==> src/rtl/mcu_timer.sv <==
// Timer/counter peripheral: prescaled up/down counter with compare match,
// one-shot or periodic operation, sticky flag with interrupt, and PWM output.
module mcu_timer #(
    parameter int WIDTH = 16,
    parameter int PRE_W = 8
) (
    input  logic             clk,
    input  logic             rst_n,
    input  logic             ena,
    input  logic             wr_en,
    input  logic [1:0]       addr,
    input  logic [WIDTH-1:0] wr_data,
    output logic [WIDTH-1:0] rd_data,
    output logic [WIDTH-1:0] count,
    output logic             match,
    output logic             irq,
    output logic             pwm_out
);

    typedef enum logic [1:0] {
        REG_CTRL    = 2'd0,
        REG_COMPARE = 2'd1,
        REG_COUNT   = 2'd2,
        REG_STATUS  = 2'd3
    } reg_addr_e;

    logic             run_q, run_d;
    logic             oneshot_q, oneshot_d;
    logic             down_q, down_d;
    logic             irq_en_q, irq_en_d;
    logic [PRE_W-1:0] pre_q, pre_d;
    logic [WIDTH-1:0] compare_q, compare_d;
    logic [WIDTH-1:0] count_q, count_d;
    logic [PRE_W-1:0] presc_q, presc_d;
    logic             flag_q, flag_d;
    logic             match_q, match_d;
    logic             pwm_q, pwm_d;

    logic ctrl_wr, compare_wr, count_wr, status_wr;
    logic running, tick, step, term;

    assign ctrl_wr    = wr_en && (addr == REG_CTRL);
    assign compare_wr = wr_en && (addr == REG_COMPARE);
    assign count_wr   = wr_en && (addr == REG_COUNT);
    assign status_wr  = wr_en && (addr == REG_STATUS);

    assign running = run_q && ena;
    assign tick    = running && (presc_q == pre_q);
    // A COUNT write or a CTRL write that stops the timer pre-empts the step.
    assign step    = tick && !count_wr && !(ctrl_wr && !wr_data[0]);

    always_comb begin
        // NOTE: every output of this block gets a default first, so no path leaves a latch.
        count_d = count_q;
        term    = 1'b0;
        if (count_wr) begin
            count_d = wr_data;
        end else if (step) begin
            if (!down_q) begin
                if (count_q == compare_q) begin
                    count_d = '0;
                    term    = 1'b1;
                end else begin
                    count_d = count_q + 1'b1;
                end
            end else begin
                if (count_q == '0) begin
                    count_d = compare_q;
                    term    = 1'b1;
                end else begin
                    count_d = count_q - 1'b1;
                end
            end
        end
    end

    always_comb begin
        run_d     = run_q;
        oneshot_d = oneshot_q;
        down_d    = down_q;
        irq_en_d  = irq_en_q;
        pre_d     = pre_q;
        compare_d = compare_q;
        if (term && oneshot_q) begin
            run_d = 1'b0;
        end
        if (ctrl_wr) begin
            run_d     = wr_data[0];
            oneshot_d = wr_data[1];
            down_d    = wr_data[2];
            irq_en_d  = wr_data[3];
            pre_d     = wr_data[8 +: PRE_W];
        end
        if (compare_wr) begin
            compare_d = wr_data;
        end

        // Set beats clear when both land on the same edge.
        flag_d = flag_q;
        if (status_wr && wr_data[0]) begin
            flag_d = 1'b0;
        end
        if (term) begin
            flag_d = 1'b1;
        end

        match_d = term;
        pwm_d   = (count_q < compare_q);

        if (!run_d || count_wr || tick) begin
            presc_d = '0;
        end else if (running) begin
            presc_d = presc_q + 1'b1;
        end else begin
            presc_d = presc_q;
        end
    end

    always_ff @(posedge clk) begin
        // NOTE: reset is synchronous: rst_n is sampled only at the clock edge.
        if (!rst_n) begin
            run_q     <= 1'b0;
            oneshot_q <= 1'b0;
            down_q    <= 1'b0;
            irq_en_q  <= 1'b0;
            pre_q     <= '0;
            compare_q <= '0;
            count_q   <= '0;
            presc_q   <= '0;
            flag_q    <= 1'b0;
            match_q   <= 1'b0;
            pwm_q     <= 1'b0;
        end else begin
            // NOTE: non-blocking updates so every flop samples pre-edge values.
            run_q     <= run_d;
            oneshot_q <= oneshot_d;
            down_q    <= down_d;
            irq_en_q  <= irq_en_d;
            pre_q     <= pre_d;
            compare_q <= compare_d;
            count_q   <= count_d;
            presc_q   <= presc_d;
            flag_q    <= flag_d;
            match_q   <= match_d;
            pwm_q     <= pwm_d;
        end
    end

    always_comb begin
        rd_data = '0;
        case (addr)
            REG_CTRL: begin
                rd_data[0]          = run_q;
                rd_data[1]          = oneshot_q;
                rd_data[2]          = down_q;
                rd_data[3]          = irq_en_q;
                rd_data[8 +: PRE_W] = pre_q;
            end
            REG_COMPARE: rd_data = compare_q;
            REG_COUNT:   rd_data = count_q;
            default:     rd_data[0] = flag_q;
        endcase
    end

    assign count   = count_q;
    assign match   = match_q;
    assign irq     = flag_q & irq_en_q;
    assign pwm_out = pwm_q;

endmodule

==> config.mk <==
export PLATFORM = sky130hd
export DESIGN_NAME = mcu_timer
export DESIGN_NICKNAME = d
export VERILOG_FILES = /design/src/rtl/mcu_timer.sv
export SDC_FILE = /design/constraint.sdc
export NUM_CORES = 1
export LEC_CHECK = 0
export CAP_MARGIN = 20
export CELL_PAD_IN_SITES_DETAIL_PLACEMENT = 0
export CELL_PAD_IN_SITES_GLOBAL_PLACEMENT = 1
export CORE_MARGIN = 1
export CORE_UTILIZATION = 25
export CTS_CLUSTER_SIZE = 25
export DETAILED_ROUTE_END_ITERATION = 6
export DONT_BUFFER_PORTS = 1
export PLACE_DENSITY_LB_ADDON = 0.1
export SYNTH_ARGS = -nofsm -noshare
export SYNTH_HDL_FRONTEND = slang
export SYNTH_SLANG_ARGS = --single-unit
==> constraint.sdc <==
create_clock -name clk -period 3 [get_ports clk]
set_clock_uncertainty 0.2 [all_clocks]
set_input_delay 0.6 -clock clk [delete_from_list [all_inputs] [get_ports clk]]
set_output_delay 0.6 -clock clk [all_outputs]
set_load 0.02 [all_outputs]
==> impl_summary.log <==
[metrics] Routed wire per std cell: 19.47 µm
[metrics] endpoint class of the critical path: register
[metrics] static power due to leakage: 1.671 nW
[metrics] synthesis-to-layout area growth: 13.77%
[metrics] unrepaired setup endpoints after global routing: no
[metrics] Adder-Cell Fraction of Synth Area: roughly 7.8%
[metrics] result of the run: finished clean
[metrics] post-synthesis net count: 559
[metrics] setup tns final: 0 ns
[metrics] simple logic cell fraction of the synthesized area: 25.24%
[metrics] CTS tree: done
[metrics] number of remaining DRC errors: 0
[metrics] mux contribution to synthesized area: less than 1%
[metrics] antenna violations before repair: 0
[metrics] max-slew headroom at the worst pin: 34.09%
[metrics] number of warnings reported in the yosys synthesis log: 0
[metrics] gr usage total: 18.05%
[metrics] starting density of the core: between 20% and 30%
[metrics] ratio of final minimum period to clock period: 85.30%
[metrics] count of vias placed by the detailed router: 3697
[metrics] reported max-cap violation count: 0
[metrics] Syn Area/Cell: slightly below 8 µm²
[metrics] wire length of the first global-routing pass: roughly 22000 µm
[metrics] die span in x: 128.3 µm
[metrics] Sw Pwr: 0.0006508 W
[metrics] total grt overflow: 0
[metrics] part of the total power dissipated in the clock network: 35.7%
[metrics] maximum level of the CTS H-tree: 2
[metrics] site row count: 45
[metrics] full die area: approximately 0.016 mm²
[metrics] final hold slack: between 0.2 and 0.25 ns
[metrics] Inserted Clock Buffers: 5
[metrics] fillcell total: 1647
[metrics] Resized cells post-CTS: 0
[metrics] number of global-route vias before repair: 3644
[metrics] maximum number of pins on one net before global-route repair: 53
[metrics] total of endpoints with negative setup slack in the final report: 0
[metrics] parity-gate share of the synthesized area counting xor and xnor cells: 8.341%
[metrics] CP max stage cell: sky130_fd_sc_hd__nor3_2
[metrics] post-DR vias/cell: 5.057
[metrics] total of flip-flops plus latches after synthesis: 55
[metrics] Max Buffers Root-to-Sink: 2
[metrics] proportion of synthesized flip-flops having asynchronous set or reset: 0%
[metrics] P_int: ~0.0014 W
[metrics] final-report max-slew violation count: 0
[metrics] share of layout cells above drive strength 1: approximately an eighth
[metrics] CP dominant cell by count: sky130_fd_sc_hd__nor3_2
[metrics] share of the yosys chip area belonging to registers: 27.59%
[metrics] CTS sink cnt: 55
[metrics] Hold Crit Class: input pin to register
[metrics] Mapped Cells: 512
[metrics] Total Nets Final: 566
[metrics] startpoint class of the critical path: register
[metrics] Root Driver: sky130_fd_sc_hd__clkbuf_16
[metrics] minimum period implied by the final worst setup slack: 2.559 ns
[metrics] detailed placer's ending HPWL: 10990 µm
[metrics] count of buffers from port buffering: 0
[metrics] critical path required time: about 3 ns
[metrics] worst stage delay on the critical path: 0.84 ns
[metrics] clock transition time at the flip-flop clock pins of the worst setup and hold paths: approximately 0.07 ns
[metrics] count of flip-flops with a built-in enable after synthesis: 0
[metrics] Worst-Skew Late Latency: 0.31 ns
[metrics] number of distinct library cells after synthesis: 56
[metrics] type of the worst setup path: register to register
[metrics] power share of the combinational group: 24.6%
[metrics] GPL Wtd Cong: 0.7565
[metrics] number of violations reported at the end of detailed-routing iteration 0: roughly 350
[metrics] worst path cell trace: xor2_1 -> nor3_2 -> nand4b_4 -> nor3_2 -> a311oi_1 -> o21a_1
[metrics] Data arrival, critical path: 2.56 ns
[metrics] diodes inserted: 0
[metrics] net switching fraction of the power: 32.27%
[metrics] largest family of logic cells by synthesized area: simple AND/OR/NAND/NOR gates
[metrics] TritonRoute pass-1 iters: 6
[metrics] pin slew with the least headroom to its limit: 0.9833 ns
[metrics] primary flip-flop cell chosen by synthesis mapping: sky130_fd_sc_hd__dfxtp_1
[metrics] die extent in y: 128.3 µm
[metrics] post-synthesis instance area: 0.003990 mm²
[metrics] compound-cell area share of the yosys netlist: between 20% and 30%
[metrics] share of power burned in registers: 39.7%
[metrics] number of placed I/O pins: 57
[metrics] number of routed nets with antenna violations: 0
[metrics] count of hold-fix buffers inserted at cts: 0
[metrics] pwr/cell area: ~440 mW/mm²
[metrics] Fmax: 390.8 MHz
[metrics] number of buffers inserted by post-CTS setup repair: 0
[metrics] sum of routed wire length over all layers: about 14000 µm
[metrics] maximum fanout along the worst path: 12
[metrics] worst supply voltage drop on vdd: ~0.23 mV
[metrics] number of failing hold endpoints at the final stage: 0
[metrics] Core ar.: 0.01537 mm²
[per-stage QoR]
step / util, % / instance area (µm²) / total power (W) / worst slack [ns] / cells
2_1_floorplan: - / 3990 / 0.001169 / 0.4479 / 512
3_3_place_gp: 28.40 / 4365 / 0.001320 / 0.4256 / 723
3_5_place_dp: 28.40 / 4365 / 0.001316 / 0.3725 / 723
4_1_cts: 29.53 / 4539 / 0.002047 / 0.3674 / 731
5_1_grt: 29.53 / 4539 / 0.002131 / 0.2719 / 731
6_report: 29.53 / 4539 / 0.002017 / 0.4411 / 731
[cell usage after synthesis (all sizes together) (4+ instances only)]
cell type | number | area (µm²)
o221ai | 13 | 113.9
clkbuf | 25 | 93.84
o21a | 4 | 30.03
o21ai | 13 | 76.33
a21boi | 27 | 202.7
ha | 25 | 312.8
nor4 | 4 | 61.31
and2 | 6 | 37.54
a22oi | 4 | 30.03
a21o | 4 | 30.03
xnor2 | 20 | 175.2
a31oi | 11 | 68.82
and3 | 6 | 37.54
nor2 | 33 | 123.9
nand2 | 96 | 360.4
o211ai | 7 | 52.55
xor2 | 18 | 157.7
nand4 | 14 | 93.84
nor2b | 8 | 50.05
a222oi | 12 | 120.1
inv | 27 | 101.4
nor3 | 9 | 66.32
dfxtp | 55 | 1101
a21oi | 20 | 103.9
buf | 15 | 95.09
nand3 | 14 | 75.07
[power by group through the flow]
stage	registers (W)	clock network, W	logic (W)
2_1_floorplan	0.000820	0	0.000350
3_3_place_gp	0.000819	0	0.000502
3_5_place_dp	0.000819	0	0.000497
4_1_cts	0.000801	0.000745	0.000500
5_1_grt	0.000806	0.000773	0.000552
6_report	0.000801	0.000720	0.000496
[state kept, by name, indices dropped and copies added (netlist names)]
register and flops:
compare_q 16, count 16, pre_q 8, presc_q 8, down_q 1, flag_q 1, irq_en_q 1, match 1
oneshot_q 1, pwm_out 1, run_q 1
[worst max-delay path, delay by kind of cell (launching register included)]
family / cells / cell delay (ns)
AND/OR/NAND/NOR: 3 / 1.31
AO/OA/AOI/OAI: 2 / 0.41
flip-flops: 1 / 0.35
XOR/XNOR: 1 / 0.19
[layer usage]
metal  wire length, µm  global-route usage (%)  vias to the layer above
li1                  -                       -                     1834
met1              6985                   25.18                     1766
met2              6483                   28.43                       88
met3               634                   3.950                        9
met4               129                   3.806                        0
met5                 0                       0                        -
[kinds of logic after synthesis]
logic type	Yosys count
compound gates	127
flops	55
mux	1
buf+inv	67
fa+ha+maj	25
xor+xnor	38
simple gates	199
[placed cells by master, fill, tap and decap left out, drive strengths merged, types with 2 or more instances in the layout]
cell,instances
a21boi,27
a21o,4
a21oi,20
a222oi,12
a22oi,4
a31oi,11
and2,6
and3,6
and4,3
buf,40
clkbuf,6
dfxtp,55
ha,25
inv,27
nand2,96
nand3,14
nand4,14
nand4b,2
nor2,33
nor2b,8
nor3,9
nor4,4
o2111ai,2
o211ai,7
o21a,4
o21ai,13
o221ai,13
o41ai,2
xnor2,20
xor2,18
[layout make-up]
class,instances,area (µm²),area share [%]
Clock inverter,2,35.03,0.7718
Clock buffer,6,138.9,3.060
Timing Repair Buffer,40,300.3,6.615
Multi-Input combinational cell,390,2599,57.25
Inverter,27,101.3,2.233
Tap cell,211,264.0,5.816
Sequential cell,55,1101,24.26
[path summary, 6_finish.rpt]
check | start | to | slack, ns | cells after the start
max reg2reg | presc_q[5] | run_q | 0.44 | 6
min | rst_n | run_q | 0.23 | 1
min reg2reg | compare_q[2] | compare_q[2] | 0.30 | 2
max | presc_q[5] | run_q | 0.44 | 6
Power figures use the tool's default switching activity.
